**src/rtl/multi_cycle_shift_unit.sv**
```systemverilog
// ---------------------------------------------------------------------------
// multi_cycle_shift_unit
//
// Sequential shift execution unit for the 8-bit ALU. It accepts an 8-bit
// shift distance and walks it down in steps of at most STEP_MAX positions.
// Each step goes through one 3-bit barrel shifter stage (LSL/LSR/ASR/ROR).
// Handshake: START is accepted in IDLE only. BUSY is high while in EXEC.
// DONE pulses for one cycle when RESULT/ZERO are updated.
//
// Optional build macro: SHIFT_EARLY_EXIT_EN
//   When defined, EXEC leaves for DONE as soon as the partial result is
//   saturated. Saturated means 8'h00 for LSL/LSR, or 8'h00/8'hFF for ASR.
//   RESULT values are the same in both builds; only the cycle count differs.
// ---------------------------------------------------------------------------
module multi_cycle_shift_unit #(
  parameter int STEP_MAX = 7
) (
  input  logic       CLK,
  input  logic       RESET_N,
  input  logic       START,
  input  logic [1:0] OPCODE,
  input  logic [7:0] DATA_IN,
  input  logic [7:0] SHIFT_AMOUNT,
  output logic       BUSY,
  output logic       DONE,
  output logic [7:0] RESULT,
  output logic       ZERO
);

  // Operation encodings as seen on OPCODE.
  localparam logic [1:0] OP_LSL = 2'b00;
  localparam logic [1:0] OP_LSR = 2'b01;
  localparam logic [1:0] OP_ASR = 2'b10;
  localparam logic [1:0] OP_ROR = 2'b11;

  // Per-cycle step limit. It is clamped to the 1..7 reach of a 3-bit shifter,
  // so an out-of-range parameter cannot wrap the step width.
  localparam int STEP_CLAMP = (STEP_MAX < 1) ? 1 : ((STEP_MAX > 7) ? 7 : STEP_MAX);
  localparam logic [7:0] STEP_LIMIT = 8'(STEP_CLAMP);

  typedef enum logic [1:0] {
    ST_IDLE = 2'b00,
    ST_EXEC = 2'b01,
    ST_DONE = 2'b10
  } state_t;

  // One barrel-shifter stage: shift value by k (0..7) positions according to op.
  function automatic logic [7:0] shift_step(
    input logic [7:0] value,
    input logic [1:0] op,
    input logic [2:0] k
  );
    logic [7:0] res;
    logic [3:0] back;
    res  = value;
    back = 4'd8 - {1'b0, k};
    case (op)
      OP_LSL: res = value << k;
      OP_LSR: res = value >> k;
      OP_ASR: res = $unsigned($signed(value) >>> k);
      OP_ROR: begin
        if (k == 3'd0) begin
          res = value;
        end else begin
          res = (value >> k) | (value << back);
        end
      end
      default: res = value;
    endcase
    return res;
  endfunction

`ifdef SHIFT_EARLY_EXIT_EN
  // Further shifting cannot change a saturated value, so the remaining
  // distance can be dropped. ROR never saturates.
  function automatic logic is_saturated(
    input logic [7:0] value,
    input logic [1:0] op
  );
    logic sat;
    sat = 1'b0;
    case (op)
      OP_LSL:  sat = (value == 8'h00);
      OP_LSR:  sat = (value == 8'h00);
      OP_ASR:  sat = (value == 8'h00) || (value == 8'hFF);
      OP_ROR:  sat = 1'b0;
      default: sat = 1'b0;
    endcase
    return sat;
  endfunction
`endif

  // Control and datapath state.
  state_t     state_r;
  state_t     state_s;
  logic [7:0] work_r;
  logic [7:0] rem_r;
  logic [1:0] op_r;

  // Output registers.
  logic       busy_r;
  logic       done_r;
  logic [7:0] result_r;
  logic       zero_r;

  // Per-cycle datapath values.
  logic [2:0] step_s;
  logic [7:0] shifted_s;
  logic [7:0] rem_left_s;
  logic       finish_s;

  // Step size, shifted value and the finish condition for the current EXEC cycle.
  always_comb begin
    step_s     = 3'd0;
    shifted_s  = work_r;
    rem_left_s = rem_r;
    finish_s   = 1'b0;
    if (rem_r < STEP_LIMIT) begin
      step_s = rem_r[2:0];
    end else begin
      step_s = STEP_LIMIT[2:0];
    end
    shifted_s  = shift_step(work_r, op_r, step_s);
    rem_left_s = rem_r - {5'd0, step_s};
`ifdef SHIFT_EARLY_EXIT_EN
    finish_s   = (rem_left_s == 8'd0) || is_saturated(shifted_s, op_r);
`else
    finish_s   = (rem_left_s == 8'd0);
`endif
  end

  // Next-state logic for the IDLE -> EXEC -> DONE -> IDLE sequence.
  always_comb begin
    state_s = state_r;
    case (state_r)
      ST_IDLE: begin
        if (START) begin
          state_s = ST_EXEC;
        end else begin
          state_s = ST_IDLE;
        end
      end
      ST_EXEC: begin
        if (finish_s) begin
          state_s = ST_DONE;
        end else begin
          state_s = ST_EXEC;
        end
      end
      ST_DONE: state_s = ST_IDLE;
      default: state_s = ST_IDLE;
    endcase
  end

  // State register. Reset wins over everything, including an operation in flight.
  always_ff @(posedge CLK) begin
    if (!RESET_N) begin
      state_r <= ST_IDLE;
    end else begin
      state_r <= state_s;
    end
  end

  // Capture the operands in IDLE and advance the working value/remaining distance in EXEC.
  always_ff @(posedge CLK) begin
    if (!RESET_N) begin
      work_r <= 8'h00;
      rem_r  <= 8'h00;
      op_r   <= 2'b00;
    end else begin
      case (state_r)
        ST_IDLE: begin
          if (START) begin
            work_r <= DATA_IN;
            op_r   <= OPCODE;
            // Rotation is periodic in 8, so only the low three bits matter.
            if (OPCODE == OP_ROR) begin
              rem_r <= {5'd0, SHIFT_AMOUNT[2:0]};
            end else begin
              rem_r <= SHIFT_AMOUNT;
            end
          end else begin
            work_r <= work_r;
            op_r   <= op_r;
            rem_r  <= rem_r;
          end
        end
        ST_EXEC: begin
          work_r <= shifted_s;
          rem_r  <= rem_left_s;
        end
        default: begin
          work_r <= work_r;
          rem_r  <= rem_r;
          op_r   <= op_r;
        end
      endcase
    end
  end

  // Registered handshake flags follow the next state. RESULT/ZERO load on the edge into DONE.
  always_ff @(posedge CLK) begin
    if (!RESET_N) begin
      busy_r   <= 1'b0;
      done_r   <= 1'b0;
      result_r <= 8'h00;
      zero_r   <= 1'b1;
    end else begin
      busy_r <= (state_s == ST_EXEC);
      done_r <= (state_s == ST_DONE);
      if ((state_r == ST_EXEC) && finish_s) begin
        result_r <= shifted_s;
        zero_r   <= (shifted_s == 8'h00);
      end else begin
        result_r <= result_r;
        zero_r   <= zero_r;
      end
    end
  end

  assign BUSY   = busy_r;
  assign DONE   = done_r;
  assign RESULT = result_r;
  assign ZERO   = zero_r;

endmodule

```
**config.mk**
```make
export PLATFORM = sky130hd
export DESIGN_NAME = multi_cycle_shift_unit
export DESIGN_NICKNAME = d
export VERILOG_FILES = /design/src/rtl/multi_cycle_shift_unit.sv
export SDC_FILE = /design/constraint.sdc
export NUM_CORES = 1
export LEC_CHECK = 0
export CAP_MARGIN = 40
export CORE_MARGIN = 4
export CORE_UTILIZATION = 48
export CTS_CLUSTER_SIZE = 28
export DETAILED_ROUTE_END_ITERATION = 7
export PLACE_DENSITY_LB_ADDON = 0.12
export SYNTH_ARGS = -nofsm -noshare
export SYNTH_HDL_FRONTEND = slang
export SYNTH_SLANG_ARGS = --single-unit
```
**constraint.sdc**
```tcl
create_clock -name CLK -period 9.5 [get_ports CLK]
set_input_delay 1.425 -clock CLK [delete_from_list [all_inputs] [get_ports CLK]]
set_output_delay 1.425 -clock CLK [all_outputs]
set_load 0.02 [all_outputs]
```
==> run_results.csv, run 1 <==
group,metric,value,unit
outcome,status,"completed",
place,dp_worst_setup_slack,5.49,ns
route,drc,0,
timing,fin_crit,4.13,ns
place,placed_area,2870,sq um
pwr,leakage,1.04,nW
global_routing,grt_pass1_vias,2770,
clock_network,cts_setup_buffers,0,
critical_path,r2r_cells,14,
global_routing,grt_use_total,28.5,%
timing,setup_viol,0,
critical_path,end_kind,"flop",
yosys,synthCells,370,
timing,fin_worst_skew,0.00307,ns
yosys,yosys-top-cells-count,"nand2_1 (54), nor2_1 (37), clkbuf_1 (31), dfxtp_1 (31), a21oi_1 (25)",
floorplan,dieArea,6610,sq um
clock_network,cts.sinks,31,
timing,setup_tns,0,ns
timing,finalMaxSlewViolations,0,
clock_network,clk_path_buf_depth,2,
finish,fill_cells,494,
finish,design_area,2960,sq um
pwr,powerDensity,192,nW/um^2
clock_network,cts_resized,0,
critical_path,r2r_start,"rem_r[4]",
floorplan,ioPinCount,32,
route,viasPerCell,6.63,
clock_network,numCtsBuffers,5,
yosys,ys_seq_area_share,24.0,%
route,vias,2984,
global_routing,grt_max_degree,28,
floorplan,num_rows,26,
clock_network,clkLatencyLatePin,0.28,ns
timing,finalHoldViolations,0,
yosys,synth_top_area_share,24.0,%
yosys,synthDistinctLibCells,62,
clock_network,ctsHoldBuffers,0,
critical_path,cp.arrival,4.33,ns
route,routedWlPerCell,19.9,microns
yosys,syn-num-nets,394,
pwr,ir_worst_vdd,0.112,mV
yosys,synth_edf_count,0,
critical_path,crit_type,"flop to flop",
place,io_buffers,31,
min_path,hold_class,"flop to flop",
route,ant_nets,0,
route,wl,8960,microns
floorplan,core,5170,sq um
yosys,syn_area,2580,sq um
finish,final_nets,403,
critical_path,r2r-end,"ZERO",
critical_path,crit_end,"ZERO",
yosys,yosysTopAreaCell,"dfxtp_1",
flow_run,drv_cap,0,
critical_path,required,9.71,ns
finish,synthToLayoutAreaGrowth,14.6,%
timing,max-slew-margin-rel,42.2,%
floorplan,initial_utilization,49.9,%
yosys,synth-main-ff-cell,"dfxtp_1",
yosys,yosysMostFrequentCell,"nand2_1",
finish,multiInputGateArea,1770,sq um
place,dp_hpwl,6490,microns
place,routabilityCongestion,1.04,
floorplan,die_x,81.3,microns
yosys,ys_seq_elements,31,
timing,rsz0062_at_grt,"no",
finish,layout-drive-gt1-share,6.84,%
global_routing,grt_first_pass_wirelength,14400,microns
timing,finalWorstSetupSlack,5.37,ns
pwr,finalPower,569,uW
yosys,ys_warn_count,0,
clock_network,clk_pin_slew,0.07,ns
clock_network,htree_num_levels,2,
timing,finalCritPeriodShare,43.4,%
timing,holdWs,0.453,ns
route,drtIter0Drc,430,
floorplan,dieHeight,81.3,microns
clock_network,cts_tree,"yes",
yosys,synth.area.top_cells,"dfxtp_1 (24%), nand2_1 (7.9%), nor2_1 (5.4%), a21oi_1 (4.8%), clkbuf_1 (4.5%)",
finish,regArea,621,sq um
route,dr.pass1.iters,5,
yosys,async_reset_ff_share,0,%
finish,diodes,0,
critical_path,cp-startpoint,"rem_r[4]",
critical_path,start_kind,"flop",
timing,max_freq,242,MHz
yosys,avgSynthCellArea,6.98,sq um
global_routing,grt_overflow_total,0,
global_routing,antenna_found_initial,0,
critical_path,regToRegSetupSlack,5.37,ns
critical_path,cp_max_fo,14,
clock_network,ctsRootBufferMaster,"clkbuf_8",
timing,worst_pin_slew,0.859,ns
[critical path, stage by stage (launching register included)]
cell and delay (ns):
dfxtp_1 0.37, nor4_1 0.29, buf_4 0.22, nand2_1 0.32, inv_1 0.46, ha_1 0.22
ha_1 0.33, nand3_1 0.22, o22ai_1 0.28, a211oi_2 0.08, o311ai_2 0.08, o311ai_1 0.20
or3_1 0.41, or4_1 0.40, o21ai_1 0.16
[cells by family (layout without fill, tap and decap cells)]
logic type               after synthesis  in the layout  synth area share, %
AND/OR/NAND/NOR                      156            156                 28.2
AO/OA/AOI/OAI                        119            119                 32.8
buffers and inverters                 47             57                 7.46
flip-flops                            31             31                 24.0
multiplexers                          13             13                 5.67
adder cells (fa/ha/maj)                3              3                 1.45
XOR/XNOR                               1              1                0.339
[cell type report]
| cell class | count | area share, % |
|---|---|---|
| clock buffer | 7 | 2.58 |
| clock inverter | 1 | 0.169 |
| inverter | 11 | 1.56 |
| multi-input combinational | 292 | 59.7 |
| sequential | 31 | 21.0 |
| tap | 70 | 2.96 |
| timing repair buffer | 38 | 12.0 |
[placed cells by master, fill, tap and decap left out, drive strengths merged, types with 6 or more instances in the layout]
master	count
dfxtp	31
clkbuf	8
nor2b	7
nor3	10
clkdlybuf4s50	31
o21ai	19
nand2b	8
nor2	37
buf	6
a222oi	8
a21oi	25
a31oi	7
mux2i	9
nand3	16
inv	9
nand2	54
nor4	6
or3	6
o211ai	9
[worst min-delay path by stage]
stage	depth (start not counted)	startpoint	to	slack (ns)
2_1_floorplan	2	rem_r[7]	rem_r[7]	0.49
3_3_place_gp	2	RESULT[7]	RESULT[7]	0.44
3_5_place_dp	2	RESULT[7]	RESULT[7]	0.45
4_1_cts	2	RESULT[7]	RESULT[7]	0.46
5_1_grt	2	RESULT[6]	RESULT[6]	0.48
6_report	2	RESULT[4]	RESULT[4]	0.45
[power by group]
| group | total, mW | switching (mW) | internal, mW |
|---|---|---|---|
| clock | 0.0998 | 0.0485 | 0.0513 |
| combinational | 0.291 | 0.181 | 0.110 |
| sequential | 0.178 | 0.0363 | 0.142 |
| total | 0.569 | 0.266 | 0.304 |
[stage by stage]
stage	utilization [%]	std cells
2_1_floorplan	-	370
3_3_place_gp	55.1	437
3_5_place_dp	55.5	441
4_1_cts	57.1	449
5_1_grt	57.2	450
6_report	57.2	450
[layer usage]
layer	share of wire [%]	vias to the layer above	track usage (%)
met5	0	-	0
met4	5.1	0	16.0
met3	7.9	46	4.66
met2	46	185	43.5
met1	41	1357	37.7
li1	-	1396	-
[flip-flops by register name, summed over array words and instances (netlist names)]
register  cells
rem_r         8
work_r        8
op_r          2
BUSY          1
DONE          1
state_r       2
ZERO          1
RESULT        8
Power figures use the tool's default switching activity.
==> run 2: changes to the inputs <==
- clock period: 9.5 -> 4.04 ns (I/O delays scaled with it)
==> run_results.csv, run 2 (synthesis results as in run 1) <==
group,metric,value,unit
clock_network,numCtsBuffers,5,
critical_path,cp.arrival,3.97,ns
place,dp_hpwl,6630,microns
global_routing,grt_first_pass_wirelength,14900,microns
pwr,powerDensity,474,nW/um^2
critical_path,r2r-end,"ZERO",
critical_path,cp_max_fo,11,
route,wl,9240,microns
clock_network,clk_path_buf_depth,2,
clock_network,cts_tree,"yes",
floorplan,num_rows,26,
clock_network,cts_resized,0,
outcome,status,"completed",
critical_path,crit_type,"flop to flop",
pwr,leakage,1.11,nW
route,ant_nets,0,
floorplan,core,5170,sq um
floorplan,dieArea,6610,sq um
critical_path,end_kind,"flop",
timing,holdWs,0.458,ns
place,io_buffers,31,
timing,setup_tns,0,ns
floorplan,die_x,81.3,microns
place,dp_worst_setup_slack,0.346,ns
critical_path,critPathSlowestCell,"or4_1",
clock_network,clkLatencyLatePin,0.28,ns
min_path,hold_class,"flop to flop",
clock_network,ctsHoldBuffers,0,
finish,final_cells,460,
flow_run,drv_cap,0,
floorplan,initial_utilization,49.9,%
timing,max-slew-margin-rel,39.7,%
clock_network,htree_num_levels,2,
min_path,hold_end,"RESULT[4]",
route,dr.pass1.iters,6,
global_routing,grt_use_total,29.3,%
min_path,hold_depth,2,
finish,fill_cells,498,
route,viasPerCell,6.67,
timing,fin_worst_skew,0.00538,ns
timing,finalHoldViolations,0,
timing,finalMaxSlewViolations,0,
pwr,ir_worst_vdd,0.319,mV
critical_path,regToRegSetupSlack,0.29,ns
route,drc,0,
critical_path,start_kind,"flop",
floorplan,ioPinCount,32,
floorplan,dieHeight,81.3,microns
timing,max_freq,267,MHz
finish,final_common_cell,"nand2_1",
global_routing,grt_max_degree,28,
clock_network,ctsRootBufferMaster,"clkbuf_8",
finish,design_area,3080,sq um
place,routabilityCongestion,1.07,
route,drtIter0Drc,387,
place,placed_area,2960,sq um
timing,fin_crit,3.75,ns
place,dp.cells,452,
global_routing,antenna_found_initial,0,
timing,rsz0062_at_grt,"no",
global_routing,grt_pass1_vias,2919,
timing,setup_viol,0,
finish,synthToLayoutAreaGrowth,19.2,%
route,routedWlPerCell,20.1,microns
clock_network,cts.sinks,31,
global_routing,grt_overflow_total,0,
critical_path,cp_slowest_stage_delay,0.67,ns
timing,finalWorstSetupSlack,0.291,ns
finish,final_cell_mix,"nand2_1 (54), nor2_1 (37), dfxtp_1 (31), clkdlybuf4s50_1 (31), a21oi_1 (25)",
critical_path,r2r_start,"rem_r[4]",
critical_path,path_cells,"or4_1 -> or3_4 -> clkinv_4 -> ha_1 -> ha_1 -> nand3_1 -> o22ai_1 -> a211oi_2 -> o311ai_2 -> o311ai_1 -> or3_1 -> or4_1 -> o21ai_1",
route,vias,3069,
clock_network,clk_pin_slew,0.07,ns
timing,worst_pin_slew,0.881,ns
critical_path,r2r_cells,13,
min_path,hp-start,"RESULT[4]",
finish,diodes,0,
clock_network,cts_setup_buffers,0,
finish,final_nets,413,
timing,finalCritPeriodShare,92.8,%
critical_path,required,4.26,ns
finish,layout-drive-gt1-share,9.74,%
==> run 2: changes by cell type in the layout (fill, tap and decap cells not counted), sizes merged <==
cell	previous run	this run
buf	6	17
clkbuf	8	6
bufinv	0	1
==> run 2: cell type report <==
type                            instances  area (sq um)  area share, %
Clock inverter                          2          35.0           1.14
Tap cell                               70          87.6           2.85
Clock buffer                            6          82.6           2.68
Inverter                               11          46.3           1.50
Sequential cell                        31           621           20.2
Multi-Input combinational cell        292          1770           57.4
Timing Repair Buffer                   48           438           14.2
==> run 2: stage by stage <==
step / util, % / power (mW)
after CTS: 59.5 / 1.44
final: 59.5 / 1.46
after detailed placement: 57.2 / 1.12
after global placement: 56.9 / 1.11
after global routing: 59.5 / 1.54
after floorplan: - / 0.899
==> run 2: worst max-delay path by stage <==
stage	to	startpoint	slack, ns	cells after the start
final	ZERO	rem_r[4]	0.29	13
after global routing	ZERO	rem_r[4]	0.08	13
after CTS	ZERO	rem_r[4]	0.34	13
after detailed placement	ZERO	rem_r[4]	0.35	13
after global placement	ZERO	rem_r[4]	0.44	12
after floorplan	ZERO	rem_r[4]	0.51	15
==> run 2: power breakdown <==
part / internal, mW / total (mW) / switching (mW)
sequential: 0.334 / 0.395 / 0.0605
clock: 0.200 / 0.323 / 0.123
combinational: 0.284 / 0.742 / 0.458
total: 0.818 / 1.46 / 0.642
==> run 2: per-layer routing <==
metal	up-vias	track usage, %	share of wire [%]
met1	1409	38.1	42
met4	0	13.5	4.3
met5	-	0	0
met3	44	6.10	9.2
met2	198	46.0	45
li1	1418	-	-
==> run 2: worst max-delay path, delay by kind of cell (launching register included) <==
kind / cells / cell delay (ns)
AO/OA/AOI/OAI: 5 / 0.78
flip-flops: 1 / 0.38
buffers and inverters: 1 / 0.12
AND/OR/NAND/NOR: 5 / 2.09
adder cells (fa/ha/maj): 2 / 0.32
==> run 3: changes to the inputs <==
- REMOVE_ABC_BUFFERS: unset -> 1
==> run_results.csv, run 3 (synthesis results as in run 1) <==
group,metric,value,unit
global_routing,grt_overflow_total,0,
floorplan,initial_utilization,49.9,%
floorplan,ioPinCount,32,
critical_path,end_kind,"flop",
timing,finalMaxSlewViolations,0,
clock_network,htree_num_levels,2,
clock_network,cts_setup_buffers,0,
finish,synthToLayoutAreaGrowth,18.4,%
pwr,leakage,1.10,nW
place,routabilityCongestion,0.975,
finish,diodes,0,
timing,fin_crit,3.80,ns
critical_path,path_cells,"or4_1 -> or3_4 -> clkinv_4 -> ha_1 -> ha_1 -> nand3_1 -> o22ai_1 -> a211oi_2 -> o311ai_2 -> o311ai_1 -> or3_1 -> or4_1 -> o21ai_1",
critical_path,cp_slowest_stage_delay,0.69,ns
timing,holdWs,0.451,ns
place,dp_hpwl,6280,microns
finish,final_nets,412,
pwr,ir_worst_vdd,0.269,mV
min_path,hold_class,"flop to flop",
timing,max_freq,263,MHz
floorplan,num_rows,26,
floorplan,core,5170,sq um
place,io_buffers,31,
critical_path,cp.buffers_inverters,1,
critical_path,critPathSlowestCell,"or4_1",
finish,final_cell_mix,"nand2_1 (54), nor2_1 (37), dfxtp_1 (31), clkdlybuf4s50_1 (31), a21oi_1 (25)",
critical_path,critPathTopFamily,"simple AND/OR/NAND/NOR gates",
clock_network,cts_tree,"yes",
finish,final_common_cell,"nand2_1",
global_routing,grt_max_degree,28,
floorplan,dieHeight,81.3,microns
outcome,status,"completed",
global_routing,antenna_found_initial,0,
finish,layout-drive-gt1-share,9.51,%
floorplan,die_x,81.3,microns
route,dr.pass1.iters,7,
route,drc,0,
route,vias,2994,
timing,finalHoldViolations,0,
route,drtIter0Drc,367,
global_routing,grt_pass1_vias,2818,
critical_path,required,4.25,ns
timing,rsz0062_at_grt,"no",
critical_path,r2r_start,"rem_r[4]",
route,routedWlPerCell,19.0,microns
min_path,hp-start,"RESULT[3]",
clock_network,clk_pin_slew,0.07,ns
global_routing,grt_first_pass_wirelength,14200,microns
clock_network,numCtsBuffers,5,
flow_run,drv_cap,0,
critical_path,cp_max_fo,11,
floorplan,dieArea,6610,sq um
timing,fin_worst_skew,0.00349,ns
pwr,powerDensity,458,nW/um^2
route,ant_nets,0,
critical_path,cp-startpoint,"rem_r[4]",
timing,setup_viol,0,
critical_path,crit_type,"flop to flop",
route,wl,8720,microns
timing,max-slew-margin-rel,48.1,%
clock_network,cts_resized,0,
place,placed_area,2950,sq um
clock_network,clk_path_buf_depth,2,
clock_network,ctsHoldBuffers,0,
timing,finalCritPeriodShare,94.1,%
timing,worst_pin_slew,0.774,ns
global_routing,grt_use_total,28.0,%
critical_path,start_kind,"flop",
route,viasPerCell,6.52,
finish,design_area,3060,sq um
clock_network,ctsRootBufferMaster,"clkbuf_8",
critical_path,cp.arrival,4.01,ns
clock_network,cts.sinks,31,
clock_network,clkLatencyLatePin,0.28,ns
[run 3: cell type report]
| class | count | area [sq um] |
|---|---|---|
| clock inverters | 1 | 7.51 |
| fillers | 510 | 2120 |
| well taps | 70 | 87.6 |
| flip-flops and latches | 31 | 621 |
| inverters | 11 | 46.3 |
| clock buffers | 7 | 96.3 |
| repair buffers | 47 | 430 |
| multi-input cells | 292 | 1770 |
[run 3: final timing paths]
path	to	slack (ns)	depth (start not counted)
max	ZERO	0.24	13
min	RESULT[3]	0.45	2
max reg2reg	ZERO	0.24	13
min reg2reg	RESULT[3]	0.45	2
[run 3: per-stage QoR]
step	power [mW]	std cells	utilization [%]	setup WS, ns	TNS, ns
final	1.40	459	59.1	0.239	0
after global routing	1.49	459	59.1	0.119	0
after CTS	1.39	459	59.1	0.305	0
after detailed placement	1.11	451	57.1	0.320	0
after global placement	1.10	449	56.8	0.430	0
after floorplan	0.866	334	-	-0.193	-0.193
[run 3: routing by layer]
metal  vias to the layer above  part of all wire [%]  GRT usage (%)  routed length (microns)
li1                       1416                     -              -                        -
met1                      1372                    43           38.0                     3720
met2                       171                    45           43.3                     3960
met3                        35                   7.6           3.44                      666
met4                         0                   4.2           13.9                      366
met5                         -                     0              0                        0
[run 3: worst register-to-register path, delay by kind of cell, from the launching register on]
kind,cells,cell delay (ns)
buffers and inverters,1,0.12
adder cells (fa/ha/maj),2,0.31
flip-flops,1,0.37
AND/OR/NAND/NOR,5,2.11
AO/OA/AOI/OAI,5,0.83
[run 3: where the power goes]
group / switching, mW / internal, mW / leakage [nW]
Combinational: 0.443 / 0.282 / 0.793
Clock: 0.121 / 0.155 / 0.0505
Sequential: 0.0647 / 0.334 / 0.254
Total: 0.629 / 0.771 / 1.10
